==> config.mk <==
export PLATFORM = sky130hd
export DESIGN_NAME = div_ctrl_flat
export DESIGN_NICKNAME = d
export VERILOG_FILES = /design/src/rtl/div_ctrl_if.sv /design/src/rtl/div_ctrl.sv /design/src/flat_wrapper.sv
export SDC_FILE = /design/constraint.sdc
export NUM_CORES = 1
export LEC_CHECK = 0
export CORE_MARGIN = 8
export CORE_UTILIZATION = 52
export CTS_BUF_LIST = sky130_fd_sc_hd__clkbuf_4 sky130_fd_sc_hd__clkbuf_8 sky130_fd_sc_hd__clkbuf_16
export DETAILED_ROUTE_END_ITERATION = 6
export GPL_TIMING_DRIVEN = 0
export PLACE_DENSITY = 0.81
export SYNTH_ARGS = -nofsm -noshare
export SYNTH_HDL_FRONTEND = slang
export SYNTH_SLANG_ARGS = --single-unit
==> constraint.sdc <==
create_clock -name clk -period 4.6 [get_ports clk]
set_clock_uncertainty 0.05 [all_clocks]
set_input_delay 1.15 -clock clk [delete_from_list [all_inputs] [get_ports clk]]
set_output_delay 1.15 -clock clk [all_outputs]
set_load 0.03 [all_outputs]
==> src/rtl/div_ctrl_if.sv <==
// Issue-side request/response bundle for the divide sequencer.
// The issue stage is the master, div_ctrl is the slave.
interface div_ctrl_if;
   logic        req_valid_i;
   logic        req_ready_o;
   logic [2:0]  op_i;
   logic [63:0] op_1_i;
   logic [63:0] op_2_i;
   logic        flush_i;
   logic        resp_valid_o;
   logic        resp_ready_i;
   logic [63:0] resp_data_o;
   logic        busy_o;

   modport master (
      output req_valid_i, op_i, op_1_i, op_2_i, flush_i, resp_ready_i,
      input  req_ready_o, resp_valid_o, resp_data_o, busy_o
   );

   modport slave (
      input  req_valid_i, op_i, op_1_i, op_2_i, flush_i, resp_ready_i,
      output req_ready_o, resp_valid_o, resp_data_o, busy_o
   );
endinterface

==> src/rtl/div_ctrl.sv <==
// Sequencer for the iterative 64-bit divider: fast special cases,
// one-entry DIV/REM result cache, *W post-processing and flush drain.
module div_ctrl #(
   parameter bit CACHE_EN = 1'b1
) (
   input  logic        clk,
   input  logic        rst,
   div_ctrl_if.slave   bus,
   output logic        div_req_valid_o,
   output logic [63:0] div_op_1_o,
   output logic [63:0] div_op_2_o,
   output logic        div_sign_op_1_o,
   output logic        div_sign_op_2_o,
   input  logic [63:0] div_quotient_i,
   input  logic [63:0] div_remainder_i,
   input  logic        div_valid_i
);

   typedef enum logic [2:0] {
      IDLE, ISSUE, WAIT, RESP, DRAIN
   } state_e;

   state_e      state_q, state_d;
   logic [2:0]  op_q, op_d;
   logic [63:0] a_q, a_d;
   logic [63:0] b_q, b_d;
   logic [63:0] res_q, res_d;
   logic        cvld_q, cvld_d;
   logic [63:0] ca_q, ca_d;
   logic [63:0] cb_q, cb_d;
   logic [1:0]  cop_q, cop_d;
   logic [63:0] cq_q, cq_d;
   logic [63:0] cr_q, cr_d;

   logic        w, s, dz, ov, hit, accept;
   logic [63:0] sp_q, sp_r;

   // Select quotient/remainder, then apply the *W sign extension.
   function automatic logic [63:0] fmt(input logic [2:0] op,
                                       input logic [63:0] q,
                                       input logic [63:0] r);
      logic [63:0] v;
      v = op[1] ? r : q;
      if (op[2]) v = {{32{v[31]}}, v[31:0]};
      return v;
   endfunction

   always_comb begin
      w  = bus.op_i[2];
      s  = !bus.op_i[0];
      dz = w ? (bus.op_2_i[31:0] == 32'd0) : (bus.op_2_i == 64'd0);
      if (w)
         ov = s && (bus.op_1_i[31:0] == 32'h8000_0000)
                && (bus.op_2_i[31:0] == 32'hFFFF_FFFF);
      else
         ov = s && (bus.op_1_i == {1'b1, 63'd0})
                && (bus.op_2_i == {64{1'b1}});
      sp_q = dz ? {64{1'b1}} : bus.op_1_i;
      sp_r = dz ? bus.op_1_i : 64'd0;
      // op_i[1] is not part of the key so DIV and REM share an entry.
      hit = CACHE_EN && cvld_q
            && (bus.op_1_i == ca_q) && (bus.op_2_i == cb_q)
            && (bus.op_i[0] == cop_q[0]) && (bus.op_i[2] == cop_q[1]);
      accept = bus.req_valid_i && bus.req_ready_o;
   end

   always_ff @(posedge clk) begin
      if (rst) begin
         state_q <= IDLE;
         op_q    <= '0;
         a_q     <= '0;
         b_q     <= '0;
         res_q   <= '0;
         cvld_q  <= 1'b0;
         ca_q    <= '0;
         cb_q    <= '0;
         cop_q   <= '0;
         cq_q    <= '0;
         cr_q    <= '0;
      end else begin
         state_q <= state_d;
         op_q    <= op_d;
         a_q     <= a_d;
         b_q     <= b_d;
         res_q   <= res_d;
         cvld_q  <= cvld_d;
         ca_q    <= ca_d;
         cb_q    <= cb_d;
         cop_q   <= cop_d;
         cq_q    <= cq_d;
         cr_q    <= cr_d;
      end
   end

   always_comb begin
      state_d = state_q;
      unique case (state_q)
         IDLE:
            if (accept) state_d = (dz || ov || hit) ? RESP : ISSUE;
         ISSUE:
            state_d = bus.flush_i ? DRAIN : WAIT;
         WAIT:
            // A flush coinciding with completion has nothing left to drain.
            if (bus.flush_i) state_d = div_valid_i ? IDLE : DRAIN;
            else if (div_valid_i) state_d = RESP;
         RESP:
            if (bus.flush_i || bus.resp_ready_i) state_d = IDLE;
         DRAIN:
            if (div_valid_i) state_d = IDLE;
         default:
            state_d = IDLE;
      endcase
   end

   always_comb begin
      op_d   = op_q;
      a_d    = a_q;
      b_d    = b_q;
      res_d  = res_q;
      cvld_d = cvld_q;
      ca_d   = ca_q;
      cb_d   = cb_q;
      cop_d  = cop_q;
      cq_d   = cq_q;
      cr_d   = cr_q;
      if (state_q == IDLE && accept) begin
         op_d = bus.op_i;
         a_d  = bus.op_1_i;
         b_d  = bus.op_2_i;
         if (dz || ov) res_d = fmt(bus.op_i, sp_q, sp_r);
         else if (hit) res_d = fmt(bus.op_i, cq_q, cr_q);
      end
      if (state_q == WAIT && div_valid_i && !bus.flush_i) begin
         res_d  = fmt(op_q, div_quotient_i, div_remainder_i);
         cvld_d = CACHE_EN;
         ca_d   = a_q;
         cb_d   = b_q;
         cop_d  = {op_q[2], op_q[0]};
         cq_d   = div_quotient_i;
         cr_d   = div_remainder_i;
      end
   end

   always_comb begin
      bus.req_ready_o  = (state_q == IDLE) && !bus.flush_i;
      bus.resp_valid_o = (state_q == RESP);
      bus.resp_data_o  = res_q;
      bus.busy_o       = (state_q != IDLE);
      div_req_valid_o  = (state_q == ISSUE);
      div_sign_op_1_o  = !op_q[0];
      div_sign_op_2_o  = !op_q[0];
      if (!op_q[2]) begin
         div_op_1_o = a_q;
         div_op_2_o = b_q;
      end else if (!op_q[0]) begin
         div_op_1_o = {{32{a_q[31]}}, a_q[31:0]};
         div_op_2_o = {{32{b_q[31]}}, b_q[31:0]};
      end else begin
         div_op_1_o = {32'd0, a_q[31:0]};
         div_op_2_o = {32'd0, b_q[31:0]};
      end
   end

endmodule

==> src/flat_wrapper.sv <==
// flat-port wrapper written by rule: the top's interface ports become plain ports
module div_ctrl_flat 
#(
   parameter bit CACHE_EN = 1'b1
)
  (clk, rst, div_req_valid_o, div_op_1_o, div_op_2_o, div_sign_op_1_o, div_sign_op_2_o, div_quotient_i, div_remainder_i, div_valid_i, bus_req_valid_i, bus_op_i, bus_op_1_i, bus_op_2_i, bus_flush_i, bus_resp_ready_i, bus_req_ready_o, bus_resp_valid_o, bus_resp_data_o, bus_busy_o);
  div_ctrl_if bus_i ();
  input  logic clk;
  input  logic rst;
  output logic div_req_valid_o;
  output logic [63:0] div_op_1_o;
  output logic [63:0] div_op_2_o;
  output logic div_sign_op_1_o;
  output logic div_sign_op_2_o;
  input  logic [63:0] div_quotient_i;
  input  logic [63:0] div_remainder_i;
  input  logic div_valid_i;
  input wire logic [$bits(bus_i.req_valid_i)-1:0] bus_req_valid_i;
  input wire logic [$bits(bus_i.op_i)-1:0] bus_op_i;
  input wire logic [$bits(bus_i.op_1_i)-1:0] bus_op_1_i;
  input wire logic [$bits(bus_i.op_2_i)-1:0] bus_op_2_i;
  input wire logic [$bits(bus_i.flush_i)-1:0] bus_flush_i;
  input wire logic [$bits(bus_i.resp_ready_i)-1:0] bus_resp_ready_i;
  output wire logic [$bits(bus_i.req_ready_o)-1:0] bus_req_ready_o;
  output wire logic [$bits(bus_i.resp_valid_o)-1:0] bus_resp_valid_o;
  output wire logic [$bits(bus_i.resp_data_o)-1:0] bus_resp_data_o;
  output wire logic [$bits(bus_i.busy_o)-1:0] bus_busy_o;
  assign bus_i.req_valid_i = bus_req_valid_i;
  assign bus_i.op_i = bus_op_i;
  assign bus_i.op_1_i = bus_op_1_i;
  assign bus_i.op_2_i = bus_op_2_i;
  assign bus_i.flush_i = bus_flush_i;
  assign bus_i.resp_ready_i = bus_resp_ready_i;
  assign bus_req_ready_o = bus_i.req_ready_o;
  assign bus_resp_valid_o = bus_i.resp_valid_o;
  assign bus_resp_data_o = bus_i.resp_data_o;
  assign bus_busy_o = bus_i.busy_o;
  div_ctrl #(.CACHE_EN(CACHE_EN)) u_core (.clk(clk), .rst(rst), .bus(bus_i), .div_req_valid_o(div_req_valid_o), .div_op_1_o(div_op_1_o), .div_op_2_o(div_op_2_o), .div_sign_op_1_o(div_sign_op_1_o), .div_sign_op_2_o(div_sign_op_2_o), .div_quotient_i(div_quotient_i), .div_remainder_i(div_remainder_i), .div_valid_i(div_valid_i));
endmodule
# Word-level counts from Yosys, hierarchy flattened
# Cells that the tools add are included.
[totals]
wordCells = 81
register_bits = 457
in_bits = 265
out_inout_bits = 198
[op_classes]
reduce_logical = 27
eq_ne = 16
n_mux = 27
[ops]
columns = ["cell", "count"]
rows = [
  ["2-to-1 mux 64 bit", 16],
  ["equality test 64 bit", 2],
  ["equality test 64 bit, second input constant", 2],
  ["equality test 32 bit, second input constant", 2],
  ["logical NOT 64 bit", 1],
  ["logical NOT 32 bit", 1],
  ["2-to-1 mux 3 bit", 7],
  ["case mux 3 bit (5 select lines)", 1],
  ["logical AND 1 bit", 13],
  ["equality test 3 x 2 -> 1 bit, second input constant", 2],
  ["nonzero test 3 bit", 2],
  ["inequality test 2 x 1 -> 1 bit, second input constant", 2],
  ["AND reduction 4 bit", 1],
  ["equality test 3 x 1 -> 1 bit, second input constant", 1],
  ["equality test 3 bit, second input constant", 1],
  ["logical NOT 1 bit", 3],
  ["logical NOT 3 bit", 1],
  ["logical OR 1 bit", 3],
  ["inequality test 3 bit, second input constant", 1],
  ["equality test 1 bit", 2],
  ["2-to-1 mux 1 bit", 2],
  ["2-to-1 mux 2 bit", 1],
  ["inequality test 2 bit, second input constant", 1],
  ["AND reduction 2 bit", 1],
  ["nonzero test 2 bit", 1],
]

# Depth between registers and ports, before layout
# Gate-level depths: netlist (run 1).
[logic_depth]
word_depth = 9
mapped_depth = 12
ltp_nobuf = 8

# Worst setup path before layout (run 1)
# OpenSTA, ideal clock, no wires.
[synth_timing]
kind = "input to register"
from = "input bus_flush_i"
to = "register u_core.res_q[23] (netlist: u_core.bus.resp_data_o[23])"
path_slack_ps = 238
path_stages = 9
t_arrival_ps = 4227
path_cell_list = "nor4_1 -> nand2_1 -> nor3_1 -> nand4_1 -> or4_1 -> o2111ai_1 -> buf_2 -> nand2_1 -> a211oi_1"
[synth_between]
elab_chain_len = 6
[synth_lines]
columns = ["item", "line_no", "source"]
rows = [
  ["start, declared", "flat_wrapper.sv:22", "input wire logic [$bits(bus_i.flush_i)-1:0] bus_flush_i;"],
  ["logical NOT 1 bit (*)", "div_ctrl.sv:133, div_ctrl.sv:145", ""],
  ["logical AND 1 bit", "div_ctrl.sv:145", "bus.req_ready_o = (state_q == IDLE) && !bus.flush_i;"],
  ["logical AND 1 bit", "div_ctrl.sv:64", "accept = bus.req_valid_i && bus.req_ready_o;"],
  ["logical AND 1 bit", "div_ctrl.sv:126", "if (state_q == IDLE && accept) begin"],
  ["nonzero test 2 bit (no line)", "--", ""],
  ["AND reduction 2 bit (no line)", "--", ""],
  ["end signal, assigned", "div_ctrl.sv:85", "res_q <= res_d;"],
  ["end, declared", "div_ctrl.sv:27", "logic [63:0] res_q, res_d;"],
]
# Every way passes the cells marked *; elsewhere a longest branch is shown, timed or not.
# A chain may end at the register's enable or synchronous reset.

# Final worst setup path (run 1)
[layout_timing]
from = "input bus_op_i[0]"
to = "register u_core.res_q[42] (netlist: u_core.bus.resp_data_o[42])"
[layout_between]
elab_chain_len = 8
[layout_lines]
columns = ["item", "line_no", "source"]
rows = [
  ["start, declared", "flat_wrapper.sv:19", "input wire logic [$bits(bus_i.op_i)-1:0] bus_op_i;"],
  ["logical NOT 1 bit", "div_ctrl.sv:50", "s = !bus.op_i[0];"],
  ["logical AND 1 bit (on tied branches)", "div_ctrl.sv:56, div_ctrl.sv:53", ""],
  ["logical AND 1 bit (on tied branches)", "div_ctrl.sv:57, div_ctrl.sv:54", ""],
  ["2-to-1 mux 1 bit", "div_ctrl.sv:52", "if (w)"],
  ["logical OR 1 bit", "div_ctrl.sv:130", "if (dz || ov) res_d = fmt(bus.op_i, sp_q, sp_r);"],
  ["2-to-1 mux 64 bit", "div_ctrl.sv:130", ""],
  ["2-to-1 mux 64 bit", "div_ctrl.sv:126", ""],
  ["2-to-1 mux 64 bit", "div_ctrl.sv:133", "if (state_q == WAIT && div_valid_i && !bus.flush_i) begin"],
]
# Several ways; a longest one is shown, not always the timed one. The select of a mux whose other input is x is not followed.

==> out/results.ini, run 1 <==
[power_and_ir_drop]
power.switching_fraction_pct=27.0
power_density_nw_per_um2=320
clock_power_share_pct=43.4
max-vdd-ir-drop_mv=0.243
comb_power_share_pct=14.3
power.sequential.fraction_pct=42.3
post-layout-total-power_mw=9.67
power_switching_mw=2.61
static-leakage-power_nw=10.4
internal_dissipation_mw=7.05

[global_route]
grt_util_met1_pct=45.9
first_pass_grt_wire_length_um=147000
met2_usage_pct=59.9
remaining_global_route_overflow=0
first_global_vias=24400
gr-max-usage-layer=met2
grt_max_degree=15
antenna_found_initial=18
grt_use_total_pct=37.5
grtUsageMet3_pct=8.76

[critical_path]
critical_path_buffer_and_inverter_count=3
critPathMaxStageDelay_ps=660
critical_path.startpoint_type=primary input
timing.reg2reg.worst_path_depth=10
worstPathArrival_ps=5060
worst_path_dominant_cell_family=simple AND/OR/NAND/NOR gates
worst_r2r_endpoint=u_core.bus.resp_data_o[15]
cp-end-kind=register
crit_path_max_fanout=10
critPathSlowestCell=or4_1
setup.reg_to_reg.worst_slack_ps=710
critPathRequiredTime_ps=5060
worstReg2RegStart=u_core.state_q[1]
path_cells=clkdlybuf4s50_1 -> or4_1 -> or4_4 -> nor4_4 -> buf_4 -> a32oi_1 -> a21boi_1 -> o21a_2 -> nand2b_1 -> clkbuf_1 -> o21ai_0
critPathKind=in2reg

[logic_synthesis]
synth_seq_cells=457
yosysUniqueCellTypes=47
synth-edff-count=0
synth.net_count=3386
syn-cell-area_um2=23100
synth-main-ff-cell=dfxtp_1
cell_count_after_synthesis=3121
synth-seq-area-share_pct=39.7
async_flop_share_pct=0
avgSynthCellArea_um2=7.39
number_of_warning_messages_in_the_yosys_log=0

[timing]
rsz0062_at_grt=no
final_min_period_over_clock_period_pct=99.9
final-hold-violation-count=0
relative_slew_slack_pct=12.5
report.final.slew_viol_count=0
worst_pin_slew_ps=1310
max_clock_freq_mhz=218
setup_total_negative_slack_ps=0
setup-violations-final=0
period_minus_slack_ps=4590

[final_layout]
finish.utilization_pct=68.5
most_common_cell_after_layout_fill_and_taps_aside=nand2_1
drive_above_1_share_pct=5.64
layout.cells.most_common_list=nand2_1, clkdlybuf4s50_1, dfxtp_1, a21oi_1, clkbuf_1
area.growth.synth_to_final_pct=30.9
final_net_count=3897
postLayoutCellArea_um2=30200

[placement]
routabilityCongestion=1.02
place_area_um2=28400
dpl.hpwl_um=78000
port_buffers=460

[clock_network]
total_clock_buffers_created_by_cts=49
cts.clk_slew.worst_paths_ps=60
ctsHtreeMaxLevel=2
clock_insertion_delay_worst_skew_ps=600
cts_hold_repair.buffers=0
cts_root_buffer=clkbuf_16
cts.sink_count=457
cts.path.max_buffers=3
tritoncts_clock_tree=done

[detailed_routing]
drt-pass1-iter-count=6
detail_route.wl_per_cell_um=23.6
detail_route.vias_per_cell=5.91
ant_nets=0
postRouteWirelength_um=101000
drt_iter0_drc=3094
route.vias.total=25300
post-route-drc-count=0

[min_path]
hold_path_class=reg2reg
whs_path_depth=2
hold_path_startpoint=u_core.cr_q[62]
min_to=u_core.cr_q[62]

[floorplanning]
dieArea_um2=51300
die_width_um=227
area_of_the_core_region_um2=44000
top_level_ports=463
fp.dieH_um=227
placementRows=77
initial_core_utilization_pct=52.4

[flow_run]
max-cap-violations=0

[run_status]
result_of_the_run=complete, no violations

## area by class of cell
| type | count | area, µm² |
|---|---|---|
| fill | 3839 | 13900 |
| multi-input combinational | 2224 | 12000 |
| sequential | 457 | 9150 |
| timing repair buffer | 462 | 4620 |
| clock buffer | 73 | 1500 |
| buffer | 301 | 1390 |
| tap | 592 | 741 |
| inverter | 137 | 514 |
| clock inverter | 16 | 198 |
| antenna | 13 | 32.5 |
## cell families (layout without fill, tap and decap cells)
group                      after synthesis  in the layout  synth area share [%]
buffers and inverters                  440            989                  8.29
AOI/OAI and AO/OA                      761            761                  18.0
and+or+nand+nor                       1196           1196                  22.8
muxes                                  100            100                  4.53
DFF                                    457            457                  39.7
other                                    0             13                     0
xor gates and xnor gates               102            102                  3.87
adders and majority gates               65             65                  2.82
## flip-flops by register name, indices dropped and copies added, names as in the netlist
signal	count
u_core.cb_q	64
u_core.state_q	3
u_core.cvld_q	1
u_core.ca_q	64
u_core.a_q	64
u_core.bus.resp_data_o	64
u_core.b_q	64
u_core.cr_q	64
u_core.cop_q	2
u_core.cq_q	64
u_core.op_q	3
## per-stage QoR
step                hold slack (ps)  cells  setup slack, ps
floorplan                       383   3121              238
global placement                388   4173            -1020
detailed placement              393   4173             -898
CTS                             402   4262             11.9
global route                    416   4270             9.35
finish                          405   4275             6.71
## worst reg2reg max path: stages, from the launching register on
cell	delay, ps
dfxtp_1	300
clkbuf_1	190
nor4_2	530
nand2_1	450
nor3_1	290
nand4_1	110
or4_1	620
o2111ai_2	570
buf_2	370
nand2_1	100
a211oi_1	240
## layer usage
| metal | part of all wire [%] | wire length (µm) |
|---|---|---|
| met5 | 0.065 | 66 |
| met2 | 45 | 45100 |
| met3 | 11 | 11200 |
| met4 | 6.3 | 6400 |
| met1 | 38 | 38300 |
## what timing repair did
item	in CTS	in global routing
pin swaps	1	0
buffers inserted	2	0
setup endpoints to repair	87	61
gates resized for setup	3	6
hold endpoints to repair	0	0
## synthesized netlist by cell type, drive strengths merged, types with 2 or more instances
cell type | count | area [µm²]
or4 | 9 | 71.3
or3 | 2 | 12.5
nor4 | 46 | 303
nand3 | 16 | 80.1
o2111ai | 8 | 70.1
nand4 | 84 | 526
nor4b | 2 | 17.5
inv | 137 | 514
and4 | 3 | 26.3
nand2 | 864 | 3240
nand4b | 2 | 17.5
maj3 | 65 | 651
mux2i | 66 | 661
nand2b | 54 | 338
nor4bb | 2 | 20.0
xnor2 | 102 | 893
a211oi | 91 | 683
o21ai | 191 | 956
o211ai | 3 | 22.5
mux2 | 34 | 383
a21oi | 424 | 2120
a31oi | 32 | 200
nor3 | 7 | 35.0
nor2b | 64 | 400
nor2 | 38 | 143
clkbuf | 217 | 815
and4b | 2 | 20.0
o21a | 2 | 15.0
buf | 86 | 583
dfxtp | 457 | 9150
## power by group through the flow
stage	combinational, mW	clock [mW]	sequential (mW)
after floorplan	0.627	0	4.16
final	1.38	4.20	4.09
after global routing	1.44	4.34	4.09
after CTS	1.34	4.18	4.09
after global placement	1.33	0	4.17
after detailed placement	1.34	0	4.17
## worst max path at each step
stage	startpoint	slack, ps	end	depth (start not counted)
finish	bus_op_i[0]	7	u_core.bus.resp_data_o[42]	11
global route	bus_op_i[0]	9	u_core.bus.resp_data_o[46]	11
global placement	bus_op_2_i[11]	-1020	u_core.bus.resp_data_o[48]	10
CTS	u_core.op_q[2]	10	div_op_1_o[32]	4
detailed placement	bus_op_i[0]	-900	u_core.bus.resp_data_o[45]	11
floorplan	bus_flush_i	240	u_core.bus.resp_data_o[23]	9
Note: power is estimated with default switching activity, not from simulation.
==> inputs of run 2 (changes only) <==
--- a/config.mk
+++ b/config.mk
@@ -5,6 +5,7 @@
 export SDC_FILE = /design/constraint.sdc
 export NUM_CORES = 1
 export LEC_CHECK = 0
+export ABC_CLOCK_PERIOD_IN_PS = 4600
 export CORE_MARGIN = 8
 export CORE_UTILIZATION = 52
 export CTS_BUF_LIST = sky130_fd_sc_hd__clkbuf_4 sky130_fd_sc_hd__clkbuf_8 sky130_fd_sc_hd__clkbuf_16
==> results of run 2 <==
No change in the layout: final DEF, timing and power equal those of run 1.
==> RTL change (flow settings as in run 1) <==
`cb_q` no longer has a reset.
--- a/src/rtl/div_ctrl.sv
+++ b/src/rtl/div_ctrl.sv
@@ -73,7 +73,6 @@
          res_q   <= '0;
          cvld_q  <= 1'b0;
          ca_q    <= '0;
-         cb_q    <= '0;
          cop_q   <= '0;
          cq_q    <= '0;
          cr_q    <= '0;
@@ -85,11 +84,14 @@
          res_q   <= res_d;
          cvld_q  <= cvld_d;
          ca_q    <= ca_d;
-         cb_q    <= cb_d;
          cop_q   <= cop_d;
          cq_q    <= cq_d;
          cr_q    <= cr_d;
       end
+   end
+
+   always_ff @(posedge clk) begin
+      cb_q <= cb_d;
    end
 
    always_comb begin
Function: no difference found for any inputs over 4 cycles, from zero or initial values and one cycle with rst high; that may be too few to reach the edited logic, so the function may still have changed.
==> RTL change against run 1 <==
  * Worst hold slack gained 1.4 ps
  * Wire length increased by 0.70%
  * Synthesized area is 2.5% lower
  * Worst setup slack improved by 67 ps
  * Cell area down 1.6%
  * Maximum frequency is 1.5% higher
  * Global-route usage increased by 1.0 points
  * Sequential share of layout area increased by 2.7 points
  * Sequential cell count stayed put
  * Critical path type is now reg2out
  * Critical endpoint is now div_op_1_o[34]
Power is not compared: it rests on default switching activity, and its combinational part moved more than twofold at a synthesized area within 25%.
==> RTL change: results <==
group,metric,value,unit
setup_path,cpMaxStageDelayCell,"clkdlybuf4s50_1",
synth,synth_common_cells,"nand2_1 (698), a21oi_1 (415), dfxtp_1 (393)",
synth,synthTopCellsByArea,"dfxtp_1 (35%), nand2_1 (12%), a21oi_1 (9.2%), edfxtp_1 (8.5%), clkbuf_1 (3.3%)",
timing,relSlewSlack,12.3,%
outcome,status,"complete, no violations",
routing,drtIter0Drc,3240,
clock_network,cts_buffers,50,
setup_path,cp_max_fo,19,
clock_network,postCtsSetupRepairBufs,2,
synth,synth_compound_area_share,18.6,%
setup_path,cpLargestDelayFamily,"buffers and inverters",
min_path,hold_start,"u_core.cr_q[9]$_SDFFE_PP0P_",
global_route,grt_pass1_wl,148,mm
global_route,grt_max_degree,66,
setup_path,arrival,3330,ps
routing,dr.pass1.iters,6,
routing,met2WireLength,46.3,mm
setup_path,rrSetupSlack,910,ps
synth,synthAdderAreaFrac,2.89,%
synth,synth_cells,2824,
synth,synth-edff-count,64,
synth,muxShareOfSynthArea,4.53,%
routing,vias,24000,
routing,wl_met3,11.5,mm
global_route,gr-usage-met2,62.8,%
global_route,antenna_found_initial,5,
routing,wl_per_cell,25.6,um
place,numPortBuffers,459,
clock_network,path_clk_slew,60,ps
synth,ys_types,54,
min_path,holdPathEnd,"u_core.cr_q[9]$_SDFFE_PP0P_",
global_route,track_usage,38.5,%
setup_path,reg2regPathDepth,8,
clock_network,cts_resized,3,
global_route,grt_pass1_vias,23400,
global_route,grtUsageMet1,46.1,%
final_layout,final_nets,3601,
place,placed_area,27800,um^2
routing,met1Wirelength,37.7,mm
global_route,met3_usage,10.4,%
final_layout,drive_above_1_share,6.84,%
place,dp.cells,3869,
timing,whs,406,ps
synth,synth_fp_nets,3089,
setup_path,critPathCapture,"div_op_1_o[34]",
synth,yosysWarnings,0,
setup_path,cp-startpoint,"u_core.op_q[2]$_SDFFE_PP0P_",
place,dp_hpwl,78.5,mm
place,gp_congestion,0.973,
setup_path,r2r_start,"u_core.state_q[2]$_SDFFE_PP0P_",
routing,wl,102,mm
setup_path,reg2reg_to,"u_core.a_q[30]$_SDFFE_PP0P_",
place,dpl_worst_slack,-984,ps
setup_path,slowest_delay,780,ps
synth,synth_xor_xnor_area_share,2.38,%
timing,setup_ws,73.3,ps
synth,synth_most_common_cell,"nand2_1",
synth,ys_seq_area_share,43.5,%
RTL change: changes by cell type after synthesis, moves of 30 or more:
cell and delta:
a221oi_1 +42, a31oi_1 -30, dfxtp_1 -64, edfxtp_1 +64
nand2_1 -166, nand4_1 -51, nor2_1 +36, o21ai_0 -83
xnor2_1 -55
RTL change: power by group through the flow:
| stage | registers (mW) | clock network, mW | logic (mW) |
|---|---|---|---|
| after floorplan | 4.71 | 0 | 1.62 |
| after global placement | 4.68 | 0 | 3.01 |
| after detailed placement | 4.69 | 0 | 3.07 |
| after CTS | 4.61 | 4.29 | 3.08 |
| after global routing | 4.65 | 4.45 | 3.29 |
| final | 4.63 | 4.31 | 3.14 |
RTL change: layout make-up:
class,instances,area (um^2)
antenna,3,7.51
buffer,279,1320
clock buffer,75,1540
clock inverter,18,221
fill,3455,13200
inverter,152,571
multi-input combinational,1934,10900
sequential,457,9790
tap,585,732
timing repair buffer,462,4640
